**src/rtl/right_rotor_stage_if.sv**
```systemverilog
// Character channel of the return-path rotor stage: one-hot letter in,
// translated one-hot letter out with a validity strobe and an error flag.
interface right_rotor_stage_if;
  logic        in_valid;
  logic [25:0] in;
  logic        out_valid;
  logic [25:0] out;
  logic        err;

  modport master (output in_valid, in, input out_valid, out, err);
  modport slave  (input in_valid, in, output out_valid, out, err);
endinterface

```
**src/rtl/right_rotor_stage.sv**
```systemverilog
// Return-path enigma rotor stage: subtracts its own stepping rotor position
// from a one-hot letter index, undoing the forward rotation, and registers the result.
module right_rotor_stage #(
  parameter int NOTCH = 25
) (
  input  logic                      clk,
  input  logic                      reset,
  input  logic                      load,
  input  logic [5:0]                load_pos,
  input  logic                      step,
  right_rotor_stage_if.slave        chan,
  output logic [5:0]                pos,
  output logic                      carry
);

  localparam logic [5:0] notch_pos = 6'(NOTCH);

  logic        is_onehot;
  logic [5:0]  idx;
  logic [5:0]  diff;
  logic [25:0] decoded;

  // x & (x-1) clears the lowest set bit, so a non-zero x with nothing left is one-hot
  assign is_onehot = (chan.in != '0) && ((chan.in & (chan.in - 26'd1)) == '0);

  always_comb begin
    idx = '0;
    for (int k = 0; k < 26; k++) begin
      if (chan.in[k]) idx = 6'(k);
    end
  end

  // Modular subtraction kept in 6 bits: idx + 26 tops out at 51
  always_comb begin
    if (idx < pos) diff = idx + 6'd26 - pos;
    else           diff = idx - pos;
  end

  always_comb begin
    decoded = '0;
    for (int k = 0; k < 26; k++) begin
      if (diff == 6'(k)) decoded[k] = 1'b1;
    end
  end

  always_ff @(posedge clk) begin
    if (reset) begin
      pos            <= 6'd0;
      carry          <= 1'b0;
      chan.out       <= 26'h0000001;
      chan.out_valid <= 1'b0;
      chan.err       <= 1'b0;
    end else begin
      carry <= 1'b0;
      if (load) begin
        pos <= (load_pos > 6'd25) ? 6'd0 : load_pos;
      end else if (step) begin
        pos   <= (pos == 6'd25) ? 6'd0 : pos + 6'd1;
        carry <= (pos == notch_pos);
      end

      chan.out_valid <= chan.in_valid;
      chan.err       <= chan.in_valid && !is_onehot;
      if (chan.in_valid) begin
        chan.out <= is_onehot ? decoded : 26'h0000001;
      end
    end
  end

endmodule
```
**src/flat_wrapper.sv**
```systemverilog
// flat-port wrapper written by rule: the top's interface ports become plain ports
module right_rotor_stage_flat 
#(
  parameter int NOTCH = 25
)
  (clk, reset, load, load_pos, step, pos, carry, chan_in_valid, chan_in, chan_out_valid, chan_out, chan_err);
  right_rotor_stage_if chan_i ();
  input  logic clk;
  input  logic reset;
  input  logic load;
  input  logic [5:0] load_pos;
  input  logic step;
  output logic [5:0] pos;
  output logic carry;
  input wire logic [$bits(chan_i.in_valid)-1:0] chan_in_valid;
  input wire logic [$bits(chan_i.in)-1:0] chan_in;
  output wire logic [$bits(chan_i.out_valid)-1:0] chan_out_valid;
  output wire logic [$bits(chan_i.out)-1:0] chan_out;
  output wire logic [$bits(chan_i.err)-1:0] chan_err;
  assign chan_i.in_valid = chan_in_valid;
  assign chan_i.in = chan_in;
  assign chan_out_valid = chan_i.out_valid;
  assign chan_out = chan_i.out;
  assign chan_err = chan_i.err;
  right_rotor_stage #(.NOTCH(NOTCH)) u_core (.clk(clk), .reset(reset), .load(load), .load_pos(load_pos), .step(step), .chan(chan_i), .pos(pos), .carry(carry));
endmodule
```
**config.mk**
```make
export PLATFORM = sky130hd
export DESIGN_NAME = right_rotor_stage_flat
export DESIGN_NICKNAME = d
export VERILOG_FILES = /design/src/rtl/right_rotor_stage_if.sv /design/src/rtl/right_rotor_stage.sv /design/src/flat_wrapper.sv
export SDC_FILE = /design/constraint.sdc
export NUM_CORES = 1
export LEC_CHECK = 0
export ABC_CLOCK_PERIOD_IN_PS = 10790
export BUFFER_PORTS_ARGS = -buffer_cell sky130_fd_sc_hd__buf_2
export CORE_ASPECT_RATIO = 1.5
export CORE_MARGIN = 2
export CORE_UTILIZATION = 56
export CTS_BUF_LIST = sky130_fd_sc_hd__clkbuf_4 sky130_fd_sc_hd__clkbuf_8 sky130_fd_sc_hd__clkbuf_16
export DETAILED_ROUTE_END_ITERATION = 10
export GPL_ROUTABILITY_DRIVEN = 0
export PLACE_DENSITY_LB_ADDON = 0.2
export SYNTH_ARGS = -nofsm -noshare
export SYNTH_HDL_FRONTEND = slang
export SYNTH_SLANG_ARGS = --single-unit
```
**constraint.sdc**
```tcl
create_clock -name clk -period 10.79 [get_ports clk]
set_clock_uncertainty 0.1 [all_clocks]
set_input_delay 0.5395 -clock clk [delete_from_list [all_inputs] [get_ports clk]]
set_output_delay 0.5395 -clock clk [all_outputs]
set_load 0.05 [all_outputs]
```
### After elaboration in Yosys (flattened, before gate mapping)

Index checks and enable logic that the tools add are counted.

* logic and storage cells: 105
* input bits: 37
* register bits after elaboration: 35
* output and inout port bits: 35

* multiplexer cells: 57
* equal/unequal tests: 26
* bitwise logic cells: 2
* reduce and logical (&&, ||, !) cells: 8
* order comparisons: 2
* add/sub/neg operators: 5

Operator list (number)
* $eq 6x5->1 const B: 11
* $mux 5: 10
* $eq 6x4->1 const B: 8
* $mux 4: 8
* $mux 6: 5
* $mux 1: 27
* $and 26x26->26: 1
* $logic_not 26->1: 1
* $mux 26: 1
* $reduce_bool 26->1: 1
* $sub 26x1->26 const B: 1
* $eq 6x3->1 const B: 4
* $eq 6x2->1 const B: 2
* $mux 3: 4
* $add 5x5->6 const B: 1
* $add 6x1->6 const B: 1
* $eq 6x1->1 const B: 1
* $gt 6x5->1 const B: 1
* $logic_not 6->1: 1
* $lt 5x6->1: 1
* $sub 5x6->6: 1
* $sub 6x6->6: 1
* $mux 2: 2
* $reduce_or 3->1: 1
* other kinds (4): 5

### Logic depth before layout (Yosys ltp)

Gate-level depths: netlist of the first run.

* word-level depth: 31
* mapped depth: 18

### Worst setup path before layout of the first run

No wires, ideal clock.

* kind: input-to-reg
* start point: input port chan_in[7]
* end point: register u_core.chan.out[17]
* setup time: 0.084 ns
* stages on the path: 17
* setup slack: 6.904 ns
* arrival time: 3.702 ns
* path through: nor2_1 > a21boi_0 > o31ai_1 > a211oi_1 > o31a_1 > o31a_1 > ha_1 > inv_1 > ha_1 > fa_1 > nand2b_1 > a21oi_1 > xor2_1 > a311o_1 > nor2b_1 > nand2b_1 > o31ai_2

* word-level cells in the longest chain between the ends: 25
* elaborated cells on any way between the ends: 32
* those cells by class: add/sub: 4; order compare: 1; eq/ne: 1; mux: 22; bitwise: 1; reduce/logical: 3

RTL lines
* from (decl): line flat_wrapper.sv:16 `input wire logic [$bits(chan_i.in)-1:0] chan_in;`
* $mux 3: line right_rotor_stage.sv:29 `if (chan.in[k]) idx = 6'(k);`
* $mux 4 (8 in a row): line right_rotor_stage.sv:29
* $mux 5 (10 in a row): line right_rotor_stage.sv:29
* $add 5x5->6: line right_rotor_stage.sv:35 `if (idx < pos) diff = idx + 6'd26 - pos;`
* $sub 6x6->6: line right_rotor_stage.sv:35
* $mux 6: line right_rotor_stage.sv:35
* $eq 6x5->1: line right_rotor_stage.sv:42 `if (diff == 6'(k)) decoded[k] = 1'b1;`
* $mux 1: line right_rotor_stage.sv:42
* $mux 26 (*): line right_rotor_stage.sv:65 `chan.out <= is_onehot ? decoded : 26'h0000001;`
* to (signal assigned): line right_rotor_stage.sv:65
* to (decl): line right_rotor_stage_if.sv:11 `modport slave (input in_valid, in, output out_valid, out, err);`

Every way passes the cells marked *; elsewhere a longest branch is shown, timed or not.
A chain may end at the register's enable or synchronous reset.

### Final worst setup path of the first run

* start point: input port chan_in[7]
* end point: register u_core.chan.out[19]

Same word-level chain as after synthesis.

==> flow_metrics.env, run 1 <==
export IMPL_status="completed"
export IMPL_clock_path_buffers=2
export IMPL_nFillCells=386
export IMPL_post_cts_resized=0
export IMPL_crit_type="input port to flip-flop"
export IMPL_hold_viol_final=0
export IMPL_powerDensity_mw_per_mm2=107
export IMPL_antenna_cells=0
export IMPL_hold_buffers=0
export IMPL_fin_nets=431
export IMPL_core_area_mm2=0.00425
export IMPL_slowest_stage="fa_1"
export IMPL_crit_required_ns=10.89
export IMPL_drive_gt1_share_pct=24.7
export IMPL_drtAntennaViolNets=0
export IMPL_ys_seq_elements=35
export IMPL_crit_path_max_fanout=5
export IMPL_dp_worst_setup_slack_ns=6.31
export IMPL_grt_pass1_wl_mm=10.3
export IMPL_die_x_um=58.4
export IMPL_synth_distinct_cells=59
export IMPL_vias_per_cell=6.01
export IMPL_start_kind="input port"
export IMPL_cts_tree="built"
export IMPL_yosys_warnings=0
export IMPL_vdd_drop_max_mv=0.120
export IMPL_fmax_ghz=0.238
export IMPL_slowest_delay_ns=0.42
export IMPL_async_reset_ff_share_pct=0
export IMPL_hp_class="flip-flop to flip-flop"
export IMPL_critical_path_cell_chain="buf_2 > nor2_1 > a21boi_0 > o31ai_1 > a211oi_1 > o31a_1 > o31a_1 > ha_1 > inv_1 > ha_1 > fa_1 > nand2b_1 > a21oi_1 > xor2_1 > a311o_1 > nor2b_1 > nand2b_1 > o31ai_1"
export IMPL_synth_edff_count=0
export IMPL_leakage_nw=1.23
export IMPL_slew_headroom_pct=51.1
export IMPL_clk_latency_ns=0.29
export IMPL_tns_ns=0
export IMPL_period_needed_ns=4.20
export IMPL_maxSlewViolCount=0
export IMPL_drcViolationCount=0
export IMPL_cts_made_buffers=5
export IMPL_drtIter0Drc=93
export IMPL_dr_pass1_iters=4
export IMPL_clock_sinks=35
export IMPL_grt_overflow_total=0
export IMPL_num_vias=2543
export IMPL_port_buffers=71
export IMPL_io_pins=72
export IMPL_grt_pass1_vias=2484
export IMPL_finalWorstSetupSlack_ns=6.59
export IMPL_yosysTopAreaCell="dfxtp_1"
export IMPL_worstMarginPinSlew_ns=0.726
export IMPL_syn_to_final_growth_pct=18.2
export IMPL_netlist_area_mm2=0.00248
export IMPL_finalPower_mw=0.314
export IMPL_yosys_top_cells_area="dfxtp_1 (28%), o31ai_1 (7.3%), ha_1 (7.1%), nand2_1 (5.3%), nor2_1 (4.1%)"
export IMPL_wl_per_cell_um=13.8
export IMPL_grt_usage_pct=25.9
export IMPL_maxCapViolations=0
export IMPL_utilization_pct=69.1
export IMPL_placed_area_mm2=0.00284
export IMPL_synth_top_flop_cell="dfxtp_1"
export IMPL_design_area_mm2=0.00293
export IMPL_netlist_area_leader_share_pct=28.2
export IMPL_yosys_top_cells_count="dfxtp_1 (35), nand2_1 (35), nor2_1 (27)"
export IMPL_period_share_pct=38.9
export IMPL_dieHeight_um=85.5
export IMPL_netlist_instances=308
export IMPL_start_util_pct=58.4
export IMPL_rsz0062_at_grt="no"
export IMPL_post_cts_buffers=0
export IMPL_syn_area_per_cell_um2=8.06
export IMPL_path_clk_slew_ns=0.07
export IMPL_dieArea_mm2=0.00499
export IMPL_core_rowCount=29
export IMPL_crit_path_end_kind="flip-flop"
export IMPL_critPathArrivalTime_ns=4.30
export IMPL_grt_max_degree=27
export IMPL_htree_levels=2
export IMPL_hpwl_mm=4.73
export IMPL_antenna_found_initial=0
export IMPL_cts_root_buf="clkbuf_8"
export IMPL_setup_violations=0
export IMPL_syn_nets=362
export IMPL_ys_seq_area_share_pct=28.2
export IMPL_wirelength_mm=5.83
## layout make-up
cell class              instances  area [um2]  area share (%)
repair buffers                 72         363            12.4
well taps                      46        57.6            1.96
clock buffers                   6        82.6            2.82
flip-flops and latches         35         701            23.9
inverters                      17        63.8            2.18
clock inverters                 1        5.00           0.171
multi-input cells             246        1660            56.6
## sequential cells by signal (all words and copies together), names as in the netlist
register	count
u_core.carry	1
u_core.chan.err	1
u_core.chan.out	26
u_core.chan.out_valid	1
u_core.pos	6
## cell usage in the layout, fill, tap and decap left out, drive strengths merged, types with 3 or more instances in the layout
cell type  count
buf           72
nand2         35
dfxtp         35
nor2          27
o31ai         26
inv           17
a21oi         17
o21ai         17
ha            14
nand2b        11
nand3         10
nor4          10
nor3           9
clkbuf         6
a211oi         5
a22oi          5
a21boi         4
xnor2          4
or2            3
or3            3
fa             3
or4            3
## worst max-delay path: cells and delay by family
family / cells / cell delay, ns
buffers and inverters: 2 / 0.17
AND/OR/NAND/NOR: 4 / 0.72
adder cells (fa/ha/maj): 3 / 0.92
AO/OA/AOI/OAI: 8 / 1.78
XOR/XNOR: 1 / 0.16
## kinds of logic after synthesis
family / Yosys count / share of synthesized area (%)
DFF: 35 / 28.2
buffers and inverters: 27 / 4.89
adders and majority gates: 19 / 10.3
muxes: 4 / 1.71
AOI/OAI and AO/OA: 92 / 25.9
and+or+nand+nor: 125 / 26.8
xor gates and xnor gates: 6 / 2.12
## layer usage
metal  GRT usage (%)  wire (um)
met5               0          0
met2            48.9       3160
met3            3.92        294
met1            26.7       2230
met4            12.3        146
## report_power, final
group / internal (mW) / total (mW) / leakage [nW] / switching (mW)
logic: 0.0311 / 0.0859 / 0.905 / 0.0548
registers: 0.131 / 0.133 / 0.283 / 0.00214
clock network: 0.0500 / 0.0950 / 0.0470 / 0.0449
total: 0.212 / 0.314 / 1.23 / 0.102
## final timing paths
| path | cells past startpoint | slack (ns) | start | to |
|---|---|---|---|---|
| setup / recovery | 18 | 6.59 | chan_in[7] | u_core.chan.out[19]$_SDFFE_PP0P_ |
| hold / removal | 2 | 0.34 | u_core.chan.out[15]$_SDFFE_PP0P_ | u_core.chan.out[15]$_SDFFE_PP0P_ |
| setup reg to reg | 12 | 7.55 | u_core.pos[1]$_SDFFE_PP0P_ | u_core.chan.out[19]$_SDFFE_PP0P_ |
| hold reg to reg | 2 | 0.34 | u_core.chan.out[15]$_SDFFE_PP0P_ | u_core.chan.out[15]$_SDFFE_PP0P_ |
## through the flow
stage	hold WS (ns)	cells
global route	0.376	423
global placement	0.329	416
floorplan	0.570	308
CTS	0.350	423
detailed placement	0.334	416
finish	0.344	423
Note: power is estimated with default switching activity, not from simulation.
==> run 2, diff against run 1 <==
Settings changed: ABC_CLOCK_PERIOD_IN_PS 10790 to 4200, CORE_UTILIZATION 56 to 52.
Clock period 10.79 ns to 4.2 ns, I/O delays scaled along.
==> run 2 against run 1 <==
Effect of this change: sequential cell count stayed put; critical endpoint is now u_core.chan.out[11]$_SDFFE_PP0P_; via count up 1.7%; combinational power rose to 2.6 times the previous value; critical path depth unchanged; critical path type unchanged; highest routed layer unchanged.
==> flow_metrics.env, run 2 (synthesis results as in run 1) <==
export IMPL_start_util_pct=54.6
export IMPL_drive_gt1_share_pct=25.5
export IMPL_crit_type="input port to flip-flop"
export IMPL_hold_buffers=0
export IMPL_die_x_um=60.4
export IMPL_grt_usage_pct=23.7
export IMPL_start_kind="input port"
export IMPL_clock_sinks=35
export IMPL_reg2reg_to="u_core.chan.out[11]$_SDFFE_PP0P_"
export IMPL_core_area_mm2=0.00454
export IMPL_top_regs="u_core.chan.out (26), u_core.pos (6)"
export IMPL_mostFrequentLayoutCells="buf_2 (71), nand2_1 (35), dfxtp_1 (35)"
export IMPL_cts_made_buffers=5
export IMPL_crit_required_ns=4.29
export IMPL_fmax_ghz=0.266
export IMPL_maxCapViolations=0
export IMPL_grt_max_degree=27
export IMPL_period_needed_ns=3.77
export IMPL_cts_root_buf="clkbuf_8"
export IMPL_drcViolationCount=0
export IMPL_io_pins=72
export IMPL_tns_ns=0
export IMPL_dr_pass1_iters=4
export IMPL_reg2reg_setup_slack_ns=0.98
export IMPL_instances_no_fill=445
export IMPL_crit_path_max_fanout=5
export IMPL_grt_pass1_wl_mm=9.90
export IMPL_path_clk_slew_ns=0.08
export IMPL_hold_viol_final=0
export IMPL_leakage_nw=1.26
export IMPL_post_cts_buffers=0
export IMPL_dieHeight_um=88.6
export IMPL_status="completed"
export IMPL_powerDensity_mw_per_mm2=289
export IMPL_maxSlewViolCount=0
export IMPL_hp_class="input port to flip-flop"
export IMPL_clock_path_buffers=2
export IMPL_cts_tree="built"
export IMPL_ff2ff_path_depth=12
export IMPL_antenna_found_initial=0
export IMPL_crit_path_end_kind="flip-flop"
export IMPL_htree_levels=2
export IMPL_vias_per_cell=5.81
export IMPL_syn_to_final_growth_pct=21.0
export IMPL_critPathArrivalTime_ns=3.86
export IMPL_grt_overflow_total=0
export IMPL_core_rowCount=30
export IMPL_hpwl_mm=4.70
export IMPL_drtIter0Drc=147
export IMPL_nFillCells=449
export IMPL_crit_path_end="u_core.chan.out[11]$_SDFFE_PP0P_"
export IMPL_vdd_drop_max_mv=0.188
export IMPL_cp_startpoint="chan_in[7]"
export IMPL_largest_reg_flops=26
export IMPL_dieArea_mm2=0.00535
export IMPL_wl_per_cell_um=13.3
export IMPL_antenna_cells=0
export IMPL_placed_cells=437
export IMPL_setup_violations=0
export IMPL_hold_start="step"
export IMPL_final_common_cell="buf_2"
export IMPL_wirelength_mm=5.91
export IMPL_clk_latency_ns=0.29
export IMPL_port_buffers=71
export IMPL_post_cts_resized=0
export IMPL_timing_rr_start="u_core.pos[1]$_SDFFE_PP0P_"
export IMPL_slew_headroom_pct=57.4
export IMPL_fin_nets=434
export IMPL_period_share_pct=89.7
export IMPL_grt_pass1_vias=2410
export IMPL_num_vias=2585
export IMPL_worstMarginPinSlew_ns=0.633
export IMPL_max_flop_register="u_core.chan.out"
export IMPL_drtAntennaViolNets=0
export IMPL_rsz0062_at_grt="no"
-- run 2: area by class of cell --
class	count	area (um2)	share of cell area [%]
clock buffer	5	68.8	2.29
clock inverter	3	43.8	1.46
inverter	17	63.8	2.13
multi-input combinational	246	1660	55.3
sequential	35	701	23.3
tap	64	80.1	2.67
timing repair buffer	75	385	12.8
-- run 2: metal layers --
layer	GRT usage (%)	vias to the layer above	share of wire, %
met5	0	-	0
met4	10.1	0	2.8
met3	3.36	19	4.2
met2	45.1	76	53
met1	24.9	1203	40
li1	-	1287	-
-- run 2: how the worst min path moves through the flow --
stage	slack, ns	cells after the start	endpoint
final	0.1	2	u_core.carry$_SDFF_PP0_
after global routing	0.11	2	u_core.chan.out[0]$_SDFFE_PP1P_
after CTS	0.1	2	u_core.carry$_SDFF_PP0_
after detailed placement	0.34	2	u_core.chan.out[6]$_SDFFE_PP0P_
after global placement	0.33	2	u_core.chan.out[7]$_SDFFE_PP0P_
after floorplan	0.26	1	u_core.carry$_SDFF_PP0_
-- run 2: metrics by stage --
stage,total power [mW],instance area [um2],util [%],hold WS [ns],setup WS [ns]
after floorplan,0.500,2480,-,0.256,0.643
after global placement,0.567,2890,63.6,0.330,0.307
after detailed placement,0.570,2890,63.6,0.337,0.148
after CTS,0.874,3000,66.1,0.0957,0.413
after global routing,0.917,3000,66.1,0.108,0.0596
final,0.868,3000,66.1,0.0980,0.434
-- run 2: critical path, stage by stage --
cell      delay, ns
buf_2          0.12
nor2_1         0.19
a21boi_0       0.12
o31ai_1        0.21
a211oi_1       0.11
o31a_1         0.26
o31a_1         0.24
ha_1           0.30
inv_1          0.05
ha_1           0.21
fa_1           0.42
nand2b_1       0.11
a21oi_1        0.10
xor2_1         0.15
a311o_1        0.41
nor2_1         0.20
nand3_1        0.18
o31ai_1        0.26
-- run 2: where the power goes --
group,total (mW),switching [mW],internal (mW)
Sequential,0.341,0.00555,0.336
Combinational,0.224,0.141,0.0833
Clock,0.303,0.126,0.177
